==> src/rtl/alu_cmd_arbiter.sv <==
// -----------------------------------------------------------------------------
// alu_cmd_arbiter
//
// Shares the single write port of the ALU command FIFO among NREQ command
// producers in the p_clk domain. Each producer raises req with a stable
// 32-bit command and holds it until it sees a one-cycle ack. The arbiter
// captures the winning command into data_out, raises w_req, and keeps the
// command there until the FIFO accepts it (an edge with full low). Accepted
// writes are counted in wr_cnt.
//
// Command layout (not decoded here, passed through bit for bit):
//   [31:29] opcode, [28:15] operand A, [14:1] operand B, [0] pad
//
// Parameters:
//   NREQ  number of requesters (2..8)
//   DW    command width
//   IW    grant index width
//
// Ports:
//   p_clk     in   processor clock, all logic on its rising edge
//   rst       in   asynchronous active-low reset
//   req       in   per-requester command valid, held until ack
//   cmd       in   flattened commands, requester i at [i*DW +: DW]
//   ack       out  registered one-cycle pulse: requester's command captured
//   full      in   FIFO full flag
//   w_req     out  registered FIFO write request
//   data_out  out  registered command to the FIFO data_in
//   grant_id  out  index of the requester whose command is on data_out
//   busy      out  high while in the ISSUE state
//   wr_cnt    out  accepted FIFO writes, wraps 0xFFFF -> 0
//
// Build option:
//   ARB_PRIO0_EN  when defined, requester 0 wins whenever it is eligible and
//                 requesters 1..NREQ-1 share round-robin among themselves;
//                 rr_ptr then only moves on grants to 1..NREQ-1. When not
//                 defined, all NREQ requesters are served round-robin.
// -----------------------------------------------------------------------------
module alu_cmd_arbiter #(
   parameter int NREQ = 4,
   parameter int DW   = 32,
   parameter int IW   = $clog2(NREQ)
) (
   input  logic                p_clk,
   input  logic                rst,
   input  logic [NREQ-1:0]     req,
   input  logic [NREQ*DW-1:0]  cmd,
   output logic [NREQ-1:0]     ack,
   input  logic                full,
   output logic                w_req,
   output logic [DW-1:0]       data_out,
   output logic [IW-1:0]       grant_id,
   output logic                busy,
   output logic [15:0]         wr_cnt
);

   typedef enum logic {
      S_IDLE  = 1'b0,
      S_ISSUE = 1'b1
   } state_t;

   state_t          state;
   state_t          state_nxt;

   // Index of the most recent round-robin winner; the search starts just
   // above it so every requester gets a turn.
   logic [IW-1:0]   rr_ptr;

   logic [NREQ-1:0] elig;
   logic            any_elig;

   logic            hi_found;
   int              hi_idx;
   int              lo_idx;
   int              win_idx;
   logic [IW-1:0]   winner;
   logic [NREQ-1:0] win_onehot;
   logic [DW-1:0]   win_cmd;
   logic            win_moves_ptr;

   logic            do_grant;
   logic            do_count;

   // A requester acked this cycle is still showing the command we just took
   // (or is swapping in a new one), so it must sit out this edge.
   assign elig     = req & ~ack;
   assign any_elig = |elig;

   // ---------------------------------------------------------------------------
   // Winner selection.
   // Eligible indices above rr_ptr are preferred over those at or below it,
   // and within each group the lowest index wins: that is the first eligible
   // index found searching upward from rr_ptr+1 with wrap-around. Scanning
   // downward makes the last hit in each group the lowest one.
   // ---------------------------------------------------------------------------
`ifdef ARB_PRIO0_EN
   localparam int RR_LO = 1;
`else
   localparam int RR_LO = 0;
`endif

   // NOTE: every signal written in an always_comb gets a default at the top of
   // the block; a path that leaves one unassigned would infer a latch.
   always_comb begin
      hi_found = 1'b0;
      hi_idx   = 0;
      lo_idx   = 0;
      for (int i = NREQ - 1; i >= RR_LO; i--) begin
         if (elig[i]) begin
            if (i > int'(rr_ptr)) begin
               hi_found = 1'b1;
               hi_idx   = i;
            end else begin
               lo_idx   = i;
            end
         end
      end

      win_idx = hi_found ? hi_idx : lo_idx;
`ifdef ARB_PRIO0_EN
      if (elig[0]) begin
         win_idx = 0;
      end
`endif
      winner = IW'(win_idx);

      // Requester 0 does not disturb the rotation among the others when it
      // wins through priority.
`ifdef ARB_PRIO0_EN
      win_moves_ptr = (win_idx != 0);
`else
      win_moves_ptr = 1'b1;
`endif
   end

   // Mux the winning command and build the ack pattern with constant indices
   // so the selection unrolls into plain AND-OR logic.
   always_comb begin
      win_onehot = '0;
      win_cmd    = '0;
      for (int i = 0; i < NREQ; i++) begin
         if (i == win_idx) begin
            win_onehot[i] = 1'b1;
            win_cmd       = cmd[i*DW +: DW];
         end
      end
   end

   // ---------------------------------------------------------------------------
   // FSM: state register
   // ---------------------------------------------------------------------------
   // NOTE: clocked state uses non-blocking assignments so every flop samples
   // the values from before the edge, independent of block ordering.
   always_ff @(posedge p_clk or negedge rst) begin
      if (!rst) begin
         state <= S_IDLE;
      end else begin
         state <= state_nxt;
      end
   end

   // ---------------------------------------------------------------------------
   // FSM: next state and datapath controls
   //   IDLE : grant as soon as anything is eligible; capture ignores full.
   //   ISSUE: with full low the current write is accepted at this edge, so
   //          either the next winner is loaded (back-to-back) or we drop to
   //          IDLE. With full high everything holds.
   // ---------------------------------------------------------------------------
   always_comb begin
      state_nxt = state;
      do_grant  = 1'b0;
      do_count  = 1'b0;
      unique case (state)
         S_IDLE: begin
            if (any_elig) begin
               do_grant  = 1'b1;
               state_nxt = S_ISSUE;
            end
         end
         S_ISSUE: begin
            if (!full) begin
               do_count = 1'b1;
               if (any_elig) begin
                  do_grant = 1'b1;
               end else begin
                  state_nxt = S_IDLE;
               end
            end
         end
         default: begin
            state_nxt = S_IDLE;
         end
      endcase
   end

   // ---------------------------------------------------------------------------
   // Datapath registers
   // ---------------------------------------------------------------------------
   always_ff @(posedge p_clk or negedge rst) begin
      if (!rst) begin
         ack      <= '0;
         data_out <= '0;
         grant_id <= '0;
         rr_ptr   <= IW'(NREQ - 1);
         wr_cnt   <= '0;
      end else begin
         // ack is high only in the cycle right after a grant; a stall edge
         // never grants, so it also clears any pending ack.
         ack <= do_grant ? win_onehot : '0;

         if (do_grant) begin
            data_out <= win_cmd;
            grant_id <= winner;
            if (win_moves_ptr) begin
               rr_ptr <= winner;
            end
         end

         if (do_count) begin
            wr_cnt <= wr_cnt + 16'd1;
         end
      end
   end

   // w_req and busy come straight off the state flop, so they stay glitch-free
   // and drop as soon as reset is asserted.
   assign w_req = (state == S_ISSUE);
   assign busy  = (state == S_ISSUE);

endmodule
==> config.mk <==
export PLATFORM = sky130hd
export DESIGN_NAME = alu_cmd_arbiter
export DESIGN_NICKNAME = d
export VERILOG_FILES = /design/src/rtl/alu_cmd_arbiter.sv
export SDC_FILE = /design/constraint.sdc
export NUM_CORES = 1
export LEC_CHECK = 0
export CAP_MARGIN = 40
export CORE_MARGIN = 2
export CORE_UTILIZATION = 28
export CTS_CLUSTER_DIAMETER = 200
export DETAILED_ROUTE_END_ITERATION = 10
export PLACE_DENSITY = 0.66
export RECOVER_POWER = 50
export SYNTH_ARGS = -nofsm -noshare
export SYNTH_HDL_FRONTEND = slang
export SYNTH_SLANG_ARGS = --single-unit
==> constraint.sdc <==
create_clock -name p_clk -period 2.76 [get_ports p_clk]
set_input_delay 0.552 -clock p_clk [delete_from_list [all_inputs] [get_ports p_clk]]
set_output_delay 0.552 -clock p_clk [all_outputs]
set_load 0.01 [all_outputs]
==> reports/qor.yml <==
logic_synthesis:
  async_flop_share_pct: 100
  ys_ff_latch: 57
  syn_nets: 447
  yosysSeqAreaShare_pct: 44.4
  ys_types: 43
  synthCells: 311
  synth-edff-count: 0
  synth_ff_type: "dfrtp_1"
  synth_area_um2: 3220
  yosysWarnings: 0
  syn_avg_cell_area_um2: 10.4
power_and_ir_drop:
  power_leakage_nw: 2.26
  switching_share_pct: 36.8
  p_int_w: 0.00346
  power_frac_comb_pct: 54.0
  clkPwrFrac_pct: 20.1
  p_seq_share_pct: 25.9
  p_sw_w: 0.00202
  ir_drop_v: 0.000567
  power_density_nw_per_um2: 974
drt:
  wire_per_inst_um: 16.8
  routed-via-count: 3214
  viasPerCell: 4.94
  ant_nets: 0
  drt_iter0_drc: 122
  wl_um: 10900
  drc: 0
  drtPass1Iterations: 4
status:
  status: "complete, but fails checks"
  violations: "capacitance limit, slew limit"
setup_path:
  required_ns: 2.96
  setup.worst_path.start: "req[1]"
  crit_chain: "dlygate4sd3_1 -> nand2b_1 -> a21oi_1 -> a211o_2 -> buf_4 -> mux2i_1 -> o21ai_0 -> mux2_2"
  path_buf_inv: 2
  worst-path-stages: 8
  critPathCapture: "data_out[29]$_DFFE_PN0P_"
  cp-start-kind: "primary input"
  r2r-start: "ack[1]$_DFF_PN0_"
  cp_top_family: "buffers and inverters"
  path_max_fanout: 22
  reg2regPathDepth: 7
  arrival_ns: 2.74
  criticalPathCategory: "in2reg"
  reg2reg_to: "data_out[29]$_DFFE_PN0P_"
  slowest_delay_ns: 0.53
  end_kind: "flop"
  r2r_setup_slack_ns: 0.53
  cp_slowest_cell: "dlygate4sd3_1"
finish:
  final_nets: 638
  final_common_cell: "clkdlybuf4s50_1"
  drive_gt1_share_pct: 13.2
  synthToLayoutAreaGrowth_pct: 74.6
  fillCellCount: 1081
  diodes: 0
  fin_area_um2: 5620
  final_cell_mix: "clkdlybuf4s50_1, dfrtp_1, a21oi_1, mux2_2, dlygate4sd3_1"
floorplanning:
  die_h_um: 111
  initial_core_util_pct: 28.4
  core_area_um2: 11300
  num_io_pins: 191
  dieArea_um2: 12400
  num_rows: 39
  die_w_um: 111
sta:
  setup_slack_ns: 0.217
  period_minus_slack_ns: 2.54
  fmax_mhz: 393
  clock_skew_ns: 0.00766
  rsz0062_at_grt: "false"
  finalSetupViolations: 0
  holdWs_ns: 0.470
  tightest_slew_ns: 1.57
  max_slew_margin_pct: -4.77
  hold_viol_final: 0
  drv_slew: 30
  fin_tns_setup_ns: 0
  fin_crit_sh_pct: 92.1
hold_path:
  worst_hold_path_type: "reg2reg"
global_routing:
  grt_max_degree: 44
  grt_pass1_wl_um: 17300
  antenna_found_initial: 0
  globalRoute.totalOverflow: 0
  grtUsageTotal_pct: 17.5
  grt_pass1_vias: 3447
clocking:
  cts_tree: "done"
  postCtsResizedCells: 0
  cts_buffers: 9
  clock_latency_ns: 0.32
  cts_buffer_depth: 2
  cts_setup_buffers: 0
  clkSinkCount: 57
  clk_pin_slew_ns: 0.05
  cts_root_buffer: "clkbuf_16"
  h-tree-depth: 3
  hold_buffers: 0
placed_design:
  gp_congestion: 0.818
  dp_hpwl_um: 8460
  io_buffers: 190
  place_area_um2: 5350
  pre_cts_ws_ns: -0.0335
run:
  cap_violations: 1
## state kept, by name, indices dropped and copies added (netlist names)
name and count:
grant_id 2, data_out 32, ack 4, busy 1
rr_ptr 2, wr_cnt 16
## worst min-delay path by stage
stage	to	slack, ns	depth (start not counted)	startpoint
finish	wr_cnt[15]$_DFFE_PN0P_	0.47	1	wr_cnt[15]$_DFFE_PN0P_
floorplan	ack[0]$_DFF_PN0_	0.26	0	rst
CTS	ack[3]$_DFF_PN0_	0.30	1	rst
global placement	wr_cnt[15]$_DFFE_PN0P_	0.47	1	wr_cnt[15]$_DFFE_PN0P_
global route	wr_cnt[15]$_DFFE_PN0P_	0.49	1	wr_cnt[15]$_DFFE_PN0P_
detailed placement	wr_cnt[15]$_DFFE_PN0P_	0.47	1	wr_cnt[15]$_DFFE_PN0P_
## layout make-up
cell class | count | area [um^2] | area share [%]
clock buffer | 10 | 229 | 4.07
multi-input combinational | 223 | 1640 | 29.1
timing repair buffer | 206 | 2060 | 36.6
sequential | 57 | 1430 | 25.4
clock inverter | 6 | 67.6 | 1.20
tap | 143 | 179 | 3.18
inverter | 5 | 23.8 | 0.423
## synthesized netlist by cell type (6+ instances only)
master	instances	area, um^2
dfrtp_1	55	1380
a21oi_1	26	130
mux2_2	26	293
o221ai_1	17	149
mux2i_1	15	150
o21ai_0	15	75.1
o21ai_1	14	70.1
clkbuf_1	11	41.3
xnor2_1	10	87.6
and3_1	9	56.3
nor2_1	9	33.8
nor3_1	9	45.0
nand3_1	8	40.0
a221o_1	7	70.1
nand2_1	7	26.3
nor4_1	7	43.8
buf_2	6	30.0
## power by group through the flow
stage	Sequential (W)	Clock, W	Combinational [W]
4_1_cts	0.00143	0.00113	0.00304
3_5_place_dp	0.00143	0	0.00303
6_report	0.00142	0.00110	0.00296
2_1_floorplan	0.00155	0	0.00151
5_1_grt	0.00147	0.00117	0.00321
3_3_place_gp	0.00143	0	0.00299
## cell families (layout without fill, tap and decap cells)
group,Yosys count,in the layout,share of synthesized area [%]
flops,57,57,44.4
simple gates,71,71,12.2
fa+ha+maj,1,1,0.388
compound gates,95,95,19.7
xor+xnor,15,15,4.08
mux,41,41,13.8
buf+inv,31,227,5.44
## routing by layer
metal  vias up  wire [um]  global-route usage, %
met5         -          0                      0
met4         0        159                   5.02
met3        10        739                   6.23
met2       118       5580                   31.0
met1      1532       4420                   19.8
li1       1554          -                      -
## through the flow
step | instances | utilization, % | power, W
floorplan | 311 | - | 0.00306
global placement | 634 | 47.2 | 0.00441
detailed placement | 634 | 47.2 | 0.00446
CTS | 650 | 49.9 | 0.00560
global route | 650 | 49.7 | 0.00584
finish | 650 | 49.7 | 0.00548
Note: power is estimated with default switching activity, not from simulation.
